**src/rtl/led_pkg.sv**
```systemverilog
// Shared constants for the LED pattern generator.
//   MODE_*  : encodings of the 3-bit mode select
//   DIGIT_W : width of one BCD digit
//   dir_e   : count direction for the bouncing engines
package led_pkg;

  localparam int unsigned DIGIT_W = 4;
  localparam int unsigned MODE_W  = 3;

  typedef enum logic [MODE_W-1:0] {
    MODE_BCD     = 3'd0,
    MODE_BIN     = 3'd1,
    MODE_BOUNCE  = 3'd2,
    MODE_SCAN    = 3'd3,
    MODE_ROT     = 3'd4,
    MODE_BREATHE = 3'd5,
    MODE_OFF     = 3'd6
  } mode_e;

  typedef enum logic {
    DIR_UP   = 1'b0,
    DIR_DOWN = 1'b1
  } dir_e;

endpackage

```
**src/rtl/led_tick_gen.sv**
```systemverilog
// Step-rate prescaler: counts 0..DIV-1 while ena=1 and emits a one-cycle
// registered strobe in the cycle after the count reaches DIV-1.
//   clk, rst_n : clock, async active-low reset
//   ena        : advance enable (count holds while low)
//   tick       : registered step strobe
module led_tick_gen #(
  parameter int unsigned CLK_HZ  = 50000000,
  parameter int unsigned TICK_HZ = 2
) (
  input  logic clk,
  input  logic rst_n,
  input  logic ena,
  output logic tick
);

  localparam int unsigned DIV   = CLK_HZ / TICK_HZ;
  localparam int unsigned CNT_W = (DIV > 1) ? $clog2(DIV) : 1;

  logic [CNT_W-1:0] cnt;
  logic             at_end_c;

  assign at_end_c = (cnt == CNT_W'(DIV - 1));

  // Prescaler count and strobe
  always_ff @(posedge clk or negedge rst_n) begin
    if (!rst_n) begin
      cnt  <= '0;
      tick <= 1'b0;
    end else begin
      tick <= ena && at_end_c;
      if (ena) begin
        cnt <= at_end_c ? '0 : cnt + CNT_W'(1);
      end
    end
  end

endmodule

```
**src/rtl/led_pattern_gen.sv**
```systemverilog
// LED pattern generator: BCD / binary / bounce / scanner / rotate / breathe.
//   clk, rst_n : clock, async active-low reset
//   ena        : run enable (freezes pattern state when low)
//   mode       : asynchronous pattern select, synchronised internally
//   led        : registered LED drive, 1 = lit
//   tick       : registered one-cycle step strobe
module led_pattern_gen
  import led_pkg::*;
#(
  parameter int unsigned NUM_LEDS = 8,
  parameter int unsigned CLK_HZ   = 50000000,
  parameter int unsigned TICK_HZ  = 2,
  parameter int unsigned PWM_BITS = 8
) (
  input  logic                clk,
  input  logic                rst_n,
  input  logic                ena,
  input  logic [MODE_W-1:0]   mode,
  output logic [NUM_LEDS-1:0] led,
  output logic                tick
);

  localparam int unsigned           N_DIG   = NUM_LEDS / DIGIT_W;
  localparam logic [NUM_LEDS-1:0]   CNT_TOP = '1;
  localparam logic [NUM_LEDS-1:0]   POS_TOP = NUM_LEDS'(NUM_LEDS - 1);
  localparam logic [PWM_BITS-1:0]   PWM_TOP = '1;

  logic [MODE_W-1:0]   mode_meta, msync, mode_last;
  logic [NUM_LEDS-1:0] state, state_nxt, led_nxt;
  dir_e                dir, dir_nxt;
  logic [PWM_BITS-1:0] pwm_cnt, pwm_nxt;
  logic [PWM_BITS-1:0] per_cnt, per_nxt;
  logic [PWM_BITS-1:0] duty, duty_nxt;
  logic [NUM_LEDS:0]   bounce_res;
  logic                carry;
  logic                mode_change_c;
  logic                step_c;

  led_tick_gen #(
    .CLK_HZ  (CLK_HZ),
    .TICK_HZ (TICK_HZ)
  ) u_tick (
    .clk   (clk),
    .rst_n (rst_n),
    .ena   (ena),
    .tick  (tick)
  );

  assign mode_change_c = (msync != mode_last);
  assign step_c        = tick & ena;

  // One bounce step: returns {new_dir_is_down, new_value}; endpoints turn
  // around immediately so each end value is shown for one step only.
  function automatic logic [NUM_LEDS:0] bounce_next(
    input logic [NUM_LEDS-1:0] v,
    input dir_e                d,
    input logic [NUM_LEDS-1:0] top
  );
    logic [NUM_LEDS:0] r;
    if (d == DIR_UP) begin
      r = (v == top) ? {1'b1, v - NUM_LEDS'(1)} : {1'b0, v + NUM_LEDS'(1)};
    end else begin
      r = (v == '0) ? {1'b0, v + NUM_LEDS'(1)} : {1'b1, v - NUM_LEDS'(1)};
    end
    return r;
  endfunction

  // Next pattern state and LED drive
  always_comb begin
    state_nxt  = state;
    dir_nxt    = dir;
    pwm_nxt    = pwm_cnt + PWM_BITS'(1);
    per_nxt    = per_cnt;
    duty_nxt   = duty;
    led_nxt    = '0;
    bounce_res = '0;
    carry      = 1'b0;

    if (mode_change_c) begin
      // Mode switch wins over any coincident step
      state_nxt = '0;
      dir_nxt   = DIR_UP;
      pwm_nxt   = '0;
      per_nxt   = '0;
      duty_nxt  = '0;
    end else begin
      if (step_c) begin
        case (msync)
          MODE_BCD: begin
            carry = 1'b1;
            for (int i = 0; i < int'(N_DIG); i++) begin
              if (carry) begin
                if (state[i*DIGIT_W +: DIGIT_W] == DIGIT_W'(9)) begin
                  state_nxt[i*DIGIT_W +: DIGIT_W] = '0;
                end else begin
                  state_nxt[i*DIGIT_W +: DIGIT_W] = state[i*DIGIT_W +: DIGIT_W] + DIGIT_W'(1);
                  carry = 1'b0;
                end
              end
            end
          end
          MODE_BIN: state_nxt = state + NUM_LEDS'(1);
          MODE_BOUNCE: begin
            bounce_res = bounce_next(state, dir, CNT_TOP);
            state_nxt  = bounce_res[NUM_LEDS-1:0];
            dir_nxt    = dir_e'(bounce_res[NUM_LEDS]);
          end
          MODE_SCAN: begin
            bounce_res = bounce_next(state, dir, POS_TOP);
            state_nxt  = bounce_res[NUM_LEDS-1:0];
            dir_nxt    = dir_e'(bounce_res[NUM_LEDS]);
          end
          MODE_ROT: state_nxt = (state == POS_TOP) ? '0 : state + NUM_LEDS'(1);
          default: ;
        endcase
      end

      // Breathe ramp: one duty step per 2^PWM_BITS complete PWM periods
      if ((msync == MODE_BREATHE) && ena && (pwm_cnt == PWM_TOP)) begin
        per_nxt = per_cnt + PWM_BITS'(1);
        if (per_cnt == PWM_TOP) begin
          if (dir == DIR_UP) begin
            if (duty == PWM_TOP) begin
              dir_nxt  = DIR_DOWN;
              duty_nxt = duty - PWM_BITS'(1);
            end else begin
              duty_nxt = duty + PWM_BITS'(1);
            end
          end else begin
            if (duty == '0) begin
              dir_nxt  = DIR_UP;
              duty_nxt = duty + PWM_BITS'(1);
            end else begin
              duty_nxt = duty - PWM_BITS'(1);
            end
          end
        end
      end

      case (msync)
        MODE_BCD, MODE_BIN, MODE_BOUNCE: led_nxt = state;
        MODE_SCAN, MODE_ROT:             led_nxt = NUM_LEDS'(1) << state;
        MODE_BREATHE:                    led_nxt = {NUM_LEDS{pwm_cnt < duty}};
        default:                         led_nxt = '0;
      endcase
    end
  end

  // State register, mode synchroniser and LED register
  always_ff @(posedge clk or negedge rst_n) begin
    if (!rst_n) begin
      mode_meta <= '0;
      msync     <= '0;
      mode_last <= '0;
      state     <= '0;
      dir       <= DIR_UP;
      pwm_cnt   <= '0;
      per_cnt   <= '0;
      duty      <= '0;
      led       <= '0;
    end else begin
      mode_meta <= mode;
      msync     <= mode_meta;
      mode_last <= msync;
      state     <= state_nxt;
      dir       <= dir_nxt;
      pwm_cnt   <= pwm_nxt;
      per_cnt   <= per_nxt;
      duty      <= duty_nxt;
      led       <= led_nxt;
    end
  end

endmodule
```
**config.mk**
```make
export PLATFORM = sky130hd
export DESIGN_NAME = led_pattern_gen
export DESIGN_NICKNAME = d
export VERILOG_FILES = /design/src/rtl/led_pkg.sv /design/src/rtl/led_tick_gen.sv /design/src/rtl/led_pattern_gen.sv
export SDC_FILE = /design/constraint.sdc
export NUM_CORES = 1
export LEC_CHECK = 0
export CAP_MARGIN = 20
export CORE_UTILIZATION = 38
export DETAILED_ROUTE_END_ITERATION = 6
export DONT_BUFFER_PORTS = 1
export GPL_TIMING_DRIVEN = 0
export PLACE_DENSITY_LB_ADDON = 0.1
export REMOVE_ABC_BUFFERS = 1
export SYNTH_ARGS = -nofsm -noshare
export SYNTH_HDL_FRONTEND = slang
export SYNTH_SLANG_ARGS = --single-unit
```
**constraint.sdc**
```tcl
create_clock -name clk -period 2.1 [get_ports clk]
set_input_delay 0.21 -clock clk [delete_from_list [all_inputs] [get_ports clk]]
set_output_delay 0.21 -clock clk [all_outputs]
set_load 0.01 [all_outputs]
```
* After elaboration in Yosys (flattened, before gate mapping) *
Cells that the tools add are included.

word-level totals
  bits in registers = 76
  output and inout bits = 9
  bits of input ports = 6
  word-level logic and storage cells = 90

cells by class
  shifts and indexed selects = 1
  muxes and demuxes = 36
  order comparisons = 1
  eq/ne operators = 15
  reduce and logical (&&, ||, !) cells = 15
  bitwise operators = 1
  add/sub/neg operators = 9

operators by type and width
  cell                     number
  $mux W8                  13
  $mux W9                  5
  $pmux W8 S5              1
  $add A8 B1 Y8 const B    4
  $eq A8 B8 Y1 const B     4
  $add A25 B1 Y25 const B  1
  $eq A25 B25 Y1 const B   1
  $mux W25                 1
  $pmux W8 S3              1
  $logic_not A8 Y1         2
  $sub A8 B1 Y8 const B    2
  $mux W4                  3
  $mux W1                  11
  $add A4 B1 Y4 const B    2
  $eq A4 B4 Y1 const B     2
  $eq A8 B3 Y1 const B     1
  $lt A8 B8 Y1             1
  $shl A1 B8 Y8 const A    1
  $eq A3 B2 Y1 const B     2
  $eq A3 B3 Y1 const B     2
  $reduce_bool A2 Y1       3
  $reduce_bool A6 Y1       1
  $reduce_and A2 Y1        2
  $eq A3 B1 Y1 const B     1
  other kinds (9)          11

* Logic depth before layout (Yosys ltp) *
Gate-level depths: netlist of run 1.

  depth after elaboration = 10
  mapped depth = 9
  gate-level depth less buffers = 8

* By module *
Synthesis of run 1 repeated with hierarchy kept, for this count alone.

unflattened totals
  cells, all modules = 477
  area, all modules = 4495.6 um2

by module, submodules not included
  module           cells an instance  instances  area each (um2)  sequential area each (um2)
  led_pattern_gen  343                1          3180.6           1251.2
  led_tick_gen     134                1          1315.0           650.6

* Worst setup path before layout of run 1 *
OpenSTA, ideal clock, no wires.

  kind = reg2reg
  from = register state[4]
  to = register state[1]
  clock period less this slack = 2.182 ns
  setup time = 0.118 ns
  required time = 1.982 ns
  buffers on the path = 0
  stages on the path, launching flop included = 9
  data arrival time = 2.064 ns
  setup slack = -0.082 ns
  cells stage by stage = dfrtp_1 clkinv_1 ha_1 or3b_4 nor3_4 o311ai_1 a221oi_2 a311oi_1 a21o_1

on the way
  cells in the longest elaborated chain, start to end = 6
  elaborated cells on any way between the ends = 12
  those cells by class = 2 x eq/ne; 9 x mux; 1 x reduce/logical

RTL lines
  item                                  line                                           text
  start: declaration                    led_pattern_gen.sv:29                          logic [NUM_LEDS-1:0] state, state_nxt, led_nxt;
  start signal: assignment              led_pattern_gen.sv:165                         state <= state_nxt;
  $eq A8 B3 Y1 (tied with other cells)  led_pattern_gen.sv:61, led_pattern_gen.sv:113
  $mux W9, on equally long branches     led_pattern_gen.sv:61, led_pattern_gen.sv:63
  $mux W9                               led_pattern_gen.sv:60                          if (d == DIR_UP) begin
  $pmux W8 S5 *                         led_pattern_gen.sv:88                          case (msync)
  $mux W8 *                             led_pattern_gen.sv:87                          if (step_c) begin
  $mux W8 *                             led_pattern_gen.sv:79                          if (mode_change_c) begin

Every way passes the cells marked *; elsewhere a longest branch is shown, timed or not. The select of a mux whose other input is x is not followed.
A chain may end at the register's enable or synchronous reset.

* Worst setup path in the final report of run 1 *
Ends and elaborated chain as after synthesis.

==> impl_table.tex, run 1 <==
\begin{tabular}{lr}
\hline
Metric & Value \\
\hline
\multicolumn{2}{l}{\textbf{STA}} \\
Max Clock Freq & between 400 and 500 MHz \\
Worst slack on hold paths & between 0.04 and 0.05 ns \\
Number of slew-limit violations in the final report & 0 \\
Worst slew margin relative to its limit & 0.590 \\
Maximum clock skew at final layout & 0.0103 ns \\
Setup TNS & -0.242 ns \\
Final worst path period need & around 2.2 ns \\
Final setup violating endpoints & 4 \\
Share of the clock period used by the worst path & 1.05 \\
Unrepaired setup endpoints after global routing & true \\
Hold Vio Cnt, Final & 0 \\
Slew of the pin with the lowest slew margin & roughly 0.61 ns \\
Setup WS post-layout & -0.105 ns \\
\multicolumn{2}{l}{\textbf{Worst setup path}} \\
Depth of the worst register-to-register path & 8 \\
Worst path required time & 2.34 ns \\
Data arrival time at the worst-slack endpoint & $\sim$2.4 ns \\
Crit-path max cell delay & around 0.43 ns \\
Critical Path Source Type & flop \\
Worst Setup Path Type & reg -> reg \\
Series of cell instances along the critical path & clkinv\_4 -> ha\_4 -> or3b\_4 -> nor3\_4 -> o311ai\_2 -> a221oi\_2 -> a311oi\_2 -> a21o\_1 \\
Element type at the critical path end & flop \\
CP max stage cell & dfrtp\_2 \\
Top fanout value on the critical path & 3 \\
\multicolumn{2}{l}{\textbf{Clock network}} \\
TritonCTS buffer count & 9 \\
Clock Pin Slew Worst Setup and Hold Paths & 0.06 ns \\
CTS H-tree lvls & 3 \\
Count of clock tree sinks & 76 \\
Root buffer cell & clkbuf\_16 \\
CTS max path bufs & 2 \\
TritonCTS clock tree & done \\
Worst skew pair latency & 0.35 ns \\
\multicolumn{2}{l}{\textbf{Global routing}} \\
Met2 usage & 0.291 \\
Number of antenna violations at the first check in global routing & 0 \\
Wire length of the first global-routing pass & around 19000 um \\
Total routing usage reported by global routing & 0.197 \\
Met3 Resource Use GR & 0.0584 \\
Via count of the first global-routing pass & roughly 3600 \\
Grt met1 use & 0.275 \\
Most congested layer reported by global routing & met2 \\
Pin count of the biggest net entering global routing & 77 \\
Total gr overflow & 0 \\
\multicolumn{2}{l}{\textbf{Worst hold path}} \\
Cell count of the worst hold path & 2 \\
Kind of path behind the tightest hold check & in -> reg \\
\multicolumn{2}{l}{\textbf{Routing}} \\
Number of routed nets with antenna violations & 0 \\
Average vias per placed instance & 5.57 \\
Drt pass-1 iters & 4 \\
DR DRC count & 0 \\
Count of routing violations after the opening detailed-route iteration & between 200 and 250 \\
Via count & between 3000 and 4000 \\
DR WL/cell & about 17 um \\
Final wirelength & between 10000 and 15000 um \\
\multicolumn{2}{l}{\textbf{Yosys}} \\
Warning count from the yosys run & 0 \\
Yosys top cell area share & 0.408 \\
Synth cell types & 71 \\
Leading post-synthesis cells by cell area & dfrtp\_1, ha\_1, xnor2\_1 \\
Synthesized flop and latch total & 76 \\
Share of synthesized registers carrying an async set or reset & 1.00 \\
Mean post-synth cell area & roughly 9.5 um2 \\
Synth cell count leaders & dfrtp\_1, nor2\_1, nand2\_1, xnor2\_1, nand3\_1 \\
Cell type with the largest total area after synthesis & dfrtp\_1 \\
Sequential element share of the synthesized area & 0.408 \\
Post-Syn Instances & roughly 500 \\
Cell area after synthesis & 4660 um2 \\
Most used standard cell by instance count after synthesis & dfrtp\_1 \\
Ys flop type & dfrtp\_1 \\
Number of enable flip-flop cells after synthesis & 0 \\
\multicolumn{2}{l}{\textbf{Job}} \\
Max-cap check violation count & 0 \\
\multicolumn{2}{l}{\textbf{Outcome}} \\
Failing checks & setup timing \\
Result of the run & finished, violations left \\
\multicolumn{2}{l}{\textbf{Finish}} \\
Layout cells sized above 1 & 0.239 \\
Reg area & $\sim$1900 um2 \\
Total Nets Final & between 500 and 600 \\
Diode count & 0 \\
Post-layout instance area & 5690 um2 \\
Total of fill cells in the finished design & 1153 \\
Area of the multi-input gates & between 2000 and 3000 um2 \\
Area growth from synthesis to layout & 22.0\% \\
\multicolumn{2}{l}{\textbf{Floorplan}} \\
Overall die height & 113 um \\
Die outline area & $\sim$13000 um2 \\
Cell Rows & 40 \\
Top-level port count & 15 \\
Starting density of the core & 0.388 \\
Area of the core & 12000 um2 \\
Die width & about 110 um \\
\multicolumn{2}{l}{\textbf{Pwr}} \\
Reported leakage power & approximately 0.0024 uW \\
Worst vdd rail ir drop & 0.000592 V \\
Power per unit of standard cell area & about 600 nW/um2 \\
\multicolumn{2}{l}{\textbf{Place}} \\
Final GP Congestion & 0.843 \\
Pre-CTS setup slack & -0.852 ns \\
Port Buf Inserts & 0 \\
HPWL reported at the end of detailed placement & approximately 7100 um \\
Placed Area & 4730 um2 \\
\hline
\end{tabular}
-- metrics by stage --
| step | total power [uW] | instances | util |
|---|---|---|---|
| floorplan | 1740 | 472 | - |
| global placement | 1780 | 619 | 0.394 |
| detailed placement | 1790 | 619 | 0.394 |
| CTS | 3360 | 664 | 0.449 |
| global route | 3470 | 683 | 0.474 |
| finish | 3320 | 683 | 0.474 |
-- cell type report --
cell class,instances,area share
Clock buffer,12,0.0433
Clock inverter,4,0.00440
Inverter,20,0.0145
Multi-Input combinational cell,377,0.499
Sequential cell,76,0.338
Tap cell,147,0.0323
Timing Repair Buffer,47,0.0690
-- critical path, delay by kind of cell, from the launching register on --
kind                     cells  cell delay [ns]
flip-flops                   1             0.43
buffers and inverters        1             0.06
AO/OA/AOI/OAI                4             0.85
adder cells (fa/ha/maj)      1             0.12
AND/OR/NAND/NOR              2             0.63
-- kinds of logic (layout without fill, tap and decap cells) --
kind of cell,count (synthesis),count (layout),share of synthesized area
simple gates,208,209,0.248
fa+ha+maj,20,20,0.0536
buf+inv,41,83,0.0416
xor+xnor,49,49,0.0936
flops,76,76,0.408
mux,5,5,0.0107
compound gates,94,94,0.145
-- registers in the layout, indices dropped and copies added, names as in the netlist --
register and flops:
mode_last 3, duty 8, state 8, msync 3, u_tick.tick 1, per_cnt 8, pwm_cnt 8, mode_meta 3
u_tick.cnt 25, dir 1, led 8
-- path summary, 6_finish.rpt --
path | startpoint | endpoint | slack [ns]
min reg2reg | mode_meta[0]$_DFF_PN0_ | msync[0]$_DFF_PN0_ | 0.35
max | state[4]$_DFFE_PN0P_ | state[1]$_DFFE_PN0P_ | -0.11
max reg2reg | state[4]$_DFFE_PN0P_ | state[1]$_DFFE_PN0P_ | -0.11
min in group asynchronous | rst_n | state[1]$_DFFE_PN0P_ | 0.42
min | ena | u_tick.cnt[4]$_DFFE_PN0P_ | 0.05
max in group asynchronous | rst_n | msync[0]$_DFF_PN0_ | 1.35
-- what timing repair did --
item | CTS | global route
pin swaps | 11 | 16
buffers inserted | 22 | 20
gates cloned | 1 | 0
hold buffers | 6 | 0
setup endpoints to repair | 41 | 39
gates resized for setup | 35 | 36
hold endpoints to repair | 81 | 0
-- power by group --
group / switching, uW / internal [uW] / total, uW
combinational: 161 / 127 / 288
sequential: 70.9 / 1520 / 1590
clock: 611 / 829 / 1440
-- layout by cell type (no fill, tap or decap), types with 7 or more instances in the layout --
cell       instances
or3_1              8
nor2_1            50
ha_1              16
a21oi_1           19
xor2_1            21
a21o_1             7
buf_4             39
dfrtp_1           62
nor3_1            11
inv_1             17
xnor2_1           25
and3_1            10
o21ai_0           10
dfrtp_2           13
nand4_1           17
clkbuf_16          9
nand3_1           22
a22oi_1            7
nand2_1           34
-- metal layers --
layer	wire (um)	part of all wire
met5	0	0
met2	5370	0.45
met1	5690	0.48
met3	514	0.044
met4	240	0.020
(Power assumes the default switching activity.)
==> inputs of run 2 (changes only) <==
Settings changed: CAP_MARGIN 20 to unset, CTS_BUF_LIST set to sky130_fd_sc_hd__clkbuf_4 sky130_fd_sc_hd__clkbuf_8 sky130_fd_sc_hd__clkbuf_16.
==> run 2 against run 1 <==
Net effect: the flow still finishes with violations (setup timing); sequential power about the same; first-iteration DRC count did not move; sequential cell count did not move; combinational power about the same; final area up 0.13%; hold slack gained 0.0010 ns; critical endpoint unchanged; largest power group unchanged.
==> impl_table.tex, run 2 (synthesis results as in run 1) <==
\begin{tabular}{lr}
\hline
Metric & Value \\
\hline
\multicolumn{2}{l}{\textbf{Outcome}} \\
Result of the run & finished, violations left \\
Failing checks & setup timing \\
\multicolumn{2}{l}{\textbf{Global routing}} \\
Via count of the first global-routing pass & 3627 \\
Number of antenna violations at the first check in global routing & 0 \\
Most congested layer reported by global routing & met2 \\
Met3 Resource Use GR & 0.0584 \\
Wire length of the first global-routing pass & roughly 19000 um \\
Total gr overflow & 0 \\
Met2 usage & 0.291 \\
Pin count of the biggest net entering global routing & 77 \\
Grt met1 use & 0.275 \\
Total routing usage reported by global routing & 0.197 \\
\multicolumn{2}{l}{\textbf{Clock network}} \\
TritonCTS clock tree & done \\
Clock Pin Slew Worst Setup and Hold Paths & about 0.06 ns \\
TritonCTS buffer count & 9 \\
CTS max path bufs & 2 \\
CTS H-tree lvls & 3 \\
Root buffer cell & clkbuf\_16 \\
Count of clock tree sinks & 76 \\
Worst skew pair latency & 0.34 ns \\
\multicolumn{2}{l}{\textbf{STA}} \\
Final worst path period need & about 2.2 ns \\
Hold Vio Cnt, Final & 0 \\
Unrepaired setup endpoints after global routing & true \\
Share of the clock period used by the worst path & 1.05 \\
Setup TNS & -0.243 ns \\
Slew of the pin with the lowest slew margin & approximately 0.61 ns \\
Number of slew-limit violations in the final report & 0 \\
Maximum clock skew at final layout & $\sim$0.010 ns \\
Max Clock Freq & between 400 and 500 MHz \\
Worst slew margin relative to its limit & 0.590 \\
Worst slack on hold paths & between 0.04 and 0.05 ns \\
Setup WS post-layout & -0.105 ns \\
Final setup violating endpoints & 4 \\
\multicolumn{2}{l}{\textbf{Worst setup path}} \\
Series of cell instances along the critical path & clkinv\_4 -> ha\_4 -> or3b\_4 -> nor3\_4 -> o311ai\_2 -> a221oi\_2 -> a311oi\_2 -> a21o\_1 \\
Element type at the critical path end & flop \\
Top fanout value on the critical path & 3 \\
Crit-path max cell delay & about 0.43 ns \\
Worst Setup Path Type & reg -> reg \\
Depth of the worst register-to-register path & 8 \\
CP top delay family & compound AO/OA/AOI/OAI gates \\
Minimum setup slack among reg-to-reg paths & -0.11 ns \\
Critical Path Source Type & flop \\
Combined buffer and inverter count along the critical path & 1 \\
R2R Path Start & state[4]\$\_DFFE\_PN0P\_ \\
Worst path required time & approximately 2.3 ns \\
Reg-to-Reg End & state[1]\$\_DFFE\_PN0P\_ \\
CP max stage cell & dfrtp\_2 \\
Data arrival time at the worst-slack endpoint & approximately 2.4 ns \\
\multicolumn{2}{l}{\textbf{Finish}} \\
Share of the core filled with cells & 0.474 \\
Layout cells sized above 1 & 0.243 \\
Most frequent cells in the layout & dfrtp\_1, nor2\_1, buf\_4 \\
Area growth from synthesis to layout & 22.2\% \\
Diode count & 0 \\
Total Nets Final & between 500 and 600 \\
Flip-flop count of the largest register after layout & 25 \\
Largest register by flop count & u\_tick.cnt \\
Total of fill cells in the finished design & around 1200 \\
Post-layout instance area & between 5000 and 6000 um2 \\
Most common cell after layout, fill and taps aside & dfrtp\_1 \\
\multicolumn{2}{l}{\textbf{Pwr}} \\
Power per unit of standard cell area & 587 nW/um2 \\
Worst vdd rail ir drop & just under 0.0006 V \\
Final Power & about 3300 uW \\
Reported leakage power & around 0.0024 uW \\
\multicolumn{2}{l}{\textbf{Routing}} \\
DR DRC count & 0 \\
Final wirelength & 11800 um \\
Average vias per placed instance & around 5.6 \\
Count of routing violations after the opening detailed-route iteration & about 230 \\
Via count & $\sim$3800 \\
DR WL/cell & 17.3 um \\
Drt pass-1 iters & 4 \\
Number of routed nets with antenna violations & 0 \\
\multicolumn{2}{l}{\textbf{Worst hold path}} \\
Kind of path behind the tightest hold check & in -> reg \\
Hold path startpoint & ena \\
Worst Hold Endpoint & u\_tick.cnt[4]\$\_DFFE\_PN0P\_ \\
Cell count of the worst hold path & 2 \\
\multicolumn{2}{l}{\textbf{Place}} \\
HPWL reported at the end of detailed placement & 7130 um \\
Port Buf Inserts & 0 \\
Final GP Congestion & between 0.8 and 0.9 \\
Placed Area & around 4700 um2 \\
\multicolumn{2}{l}{\textbf{Floorplan}} \\
Overall die height & about 110 um \\
Die width & roughly 110 um \\
Starting density of the core & 0.388 \\
Cell Rows & 40 \\
Area of the core & roughly 12000 um2 \\
Top-level port count & 15 \\
Die outline area & 12700 um2 \\
\multicolumn{2}{l}{\textbf{Job}} \\
Max-cap check violation count & 0 \\
\hline
\end{tabular}
==> run 2: cell types whose count changed in the layout (fill, tap and decap cells not counted) <==
cell      change
clkbuf_1      -2
clkbuf_4      +2
==> run 2: through the flow <==
step,setup slack (ns),cells
3_5_place_dp,-0.852,619
6_report,-0.105,683
5_1_grt,-0.188,683
4_1_cts,-0.101,664
2_1_floorplan,-0.209,472
3_3_place_gp,-0.866,619
==> run 2: worst max path at each step <==
| stage | to | start | cells past startpoint | slack, ns |
|---|---|---|---|---|
| final | state[1]$_DFFE_PN0P_ | state[4]$_DFFE_PN0P_ | 8 | -0.11 |
| after global routing | state[1]$_DFFE_PN0P_ | state[4]$_DFFE_PN0P_ | 8 | -0.19 |
| after CTS | state[1]$_DFFE_PN0P_ | state[4]$_DFFE_PN0P_ | 8 | -0.10 |
| after detailed placement | led[7]$_DFF_PN0_ | msync[2]$_DFF_PN0_ | 6 | -0.85 |
| after global placement | led[4]$_DFF_PN0_ | msync[0]$_DFF_PN0_ | 6 | -0.87 |
| after floorplan | led[3]$_DFF_PN0_ | msync[0]$_DFF_PN0_ | 6 | -0.21 |
==> run 2: timing repair <==
action                                 in CTS  in global routing
hold buffers                                6                  0
endpoints found under the hold margin      81                  0
setup buffers                              22                 20
pin swaps                                  11                 16
gates cloned                                1                  0
resized for setup                          35                 36
setup endpoints to repair                  41                 39
==> run 2: where the power goes <==
part           switching (uW)  internal, uW
clock                     608           854
sequential               70.9          1520
combinational             161           127
total                     840          2510
==> run 2: cell type report <==
cell class                 count  area, um2  share of cell area
sequential                    76       1920               0.337
clock inverter                 4       25.0             0.00439
inverter                      20       82.6              0.0145
clock buffer                  12        254              0.0446
timing repair buffer          47        393              0.0690
multi-input combinational    377       2840               0.498
tap                          147        184              0.0323
==> run 2: worst reg2reg max path: stages (launching register included) <==
cell      delay, ns
dfrtp_2        0.43
clkinv_4       0.06
ha_4           0.12
or3b_4         0.42
nor3_4         0.21
o311ai_2       0.13
a221oi_2       0.37
a311oi_2       0.17
a21o_1         0.18
==> run 2: metal layers <==
layer,share of wire,vias to the layer above,routed length (um)
met5,0,-,0
met3,0.043,20,506
met1,0.48,1869,5690
met4,0.020,0,240
li1,-,1853,-
met2,0.45,66,5360
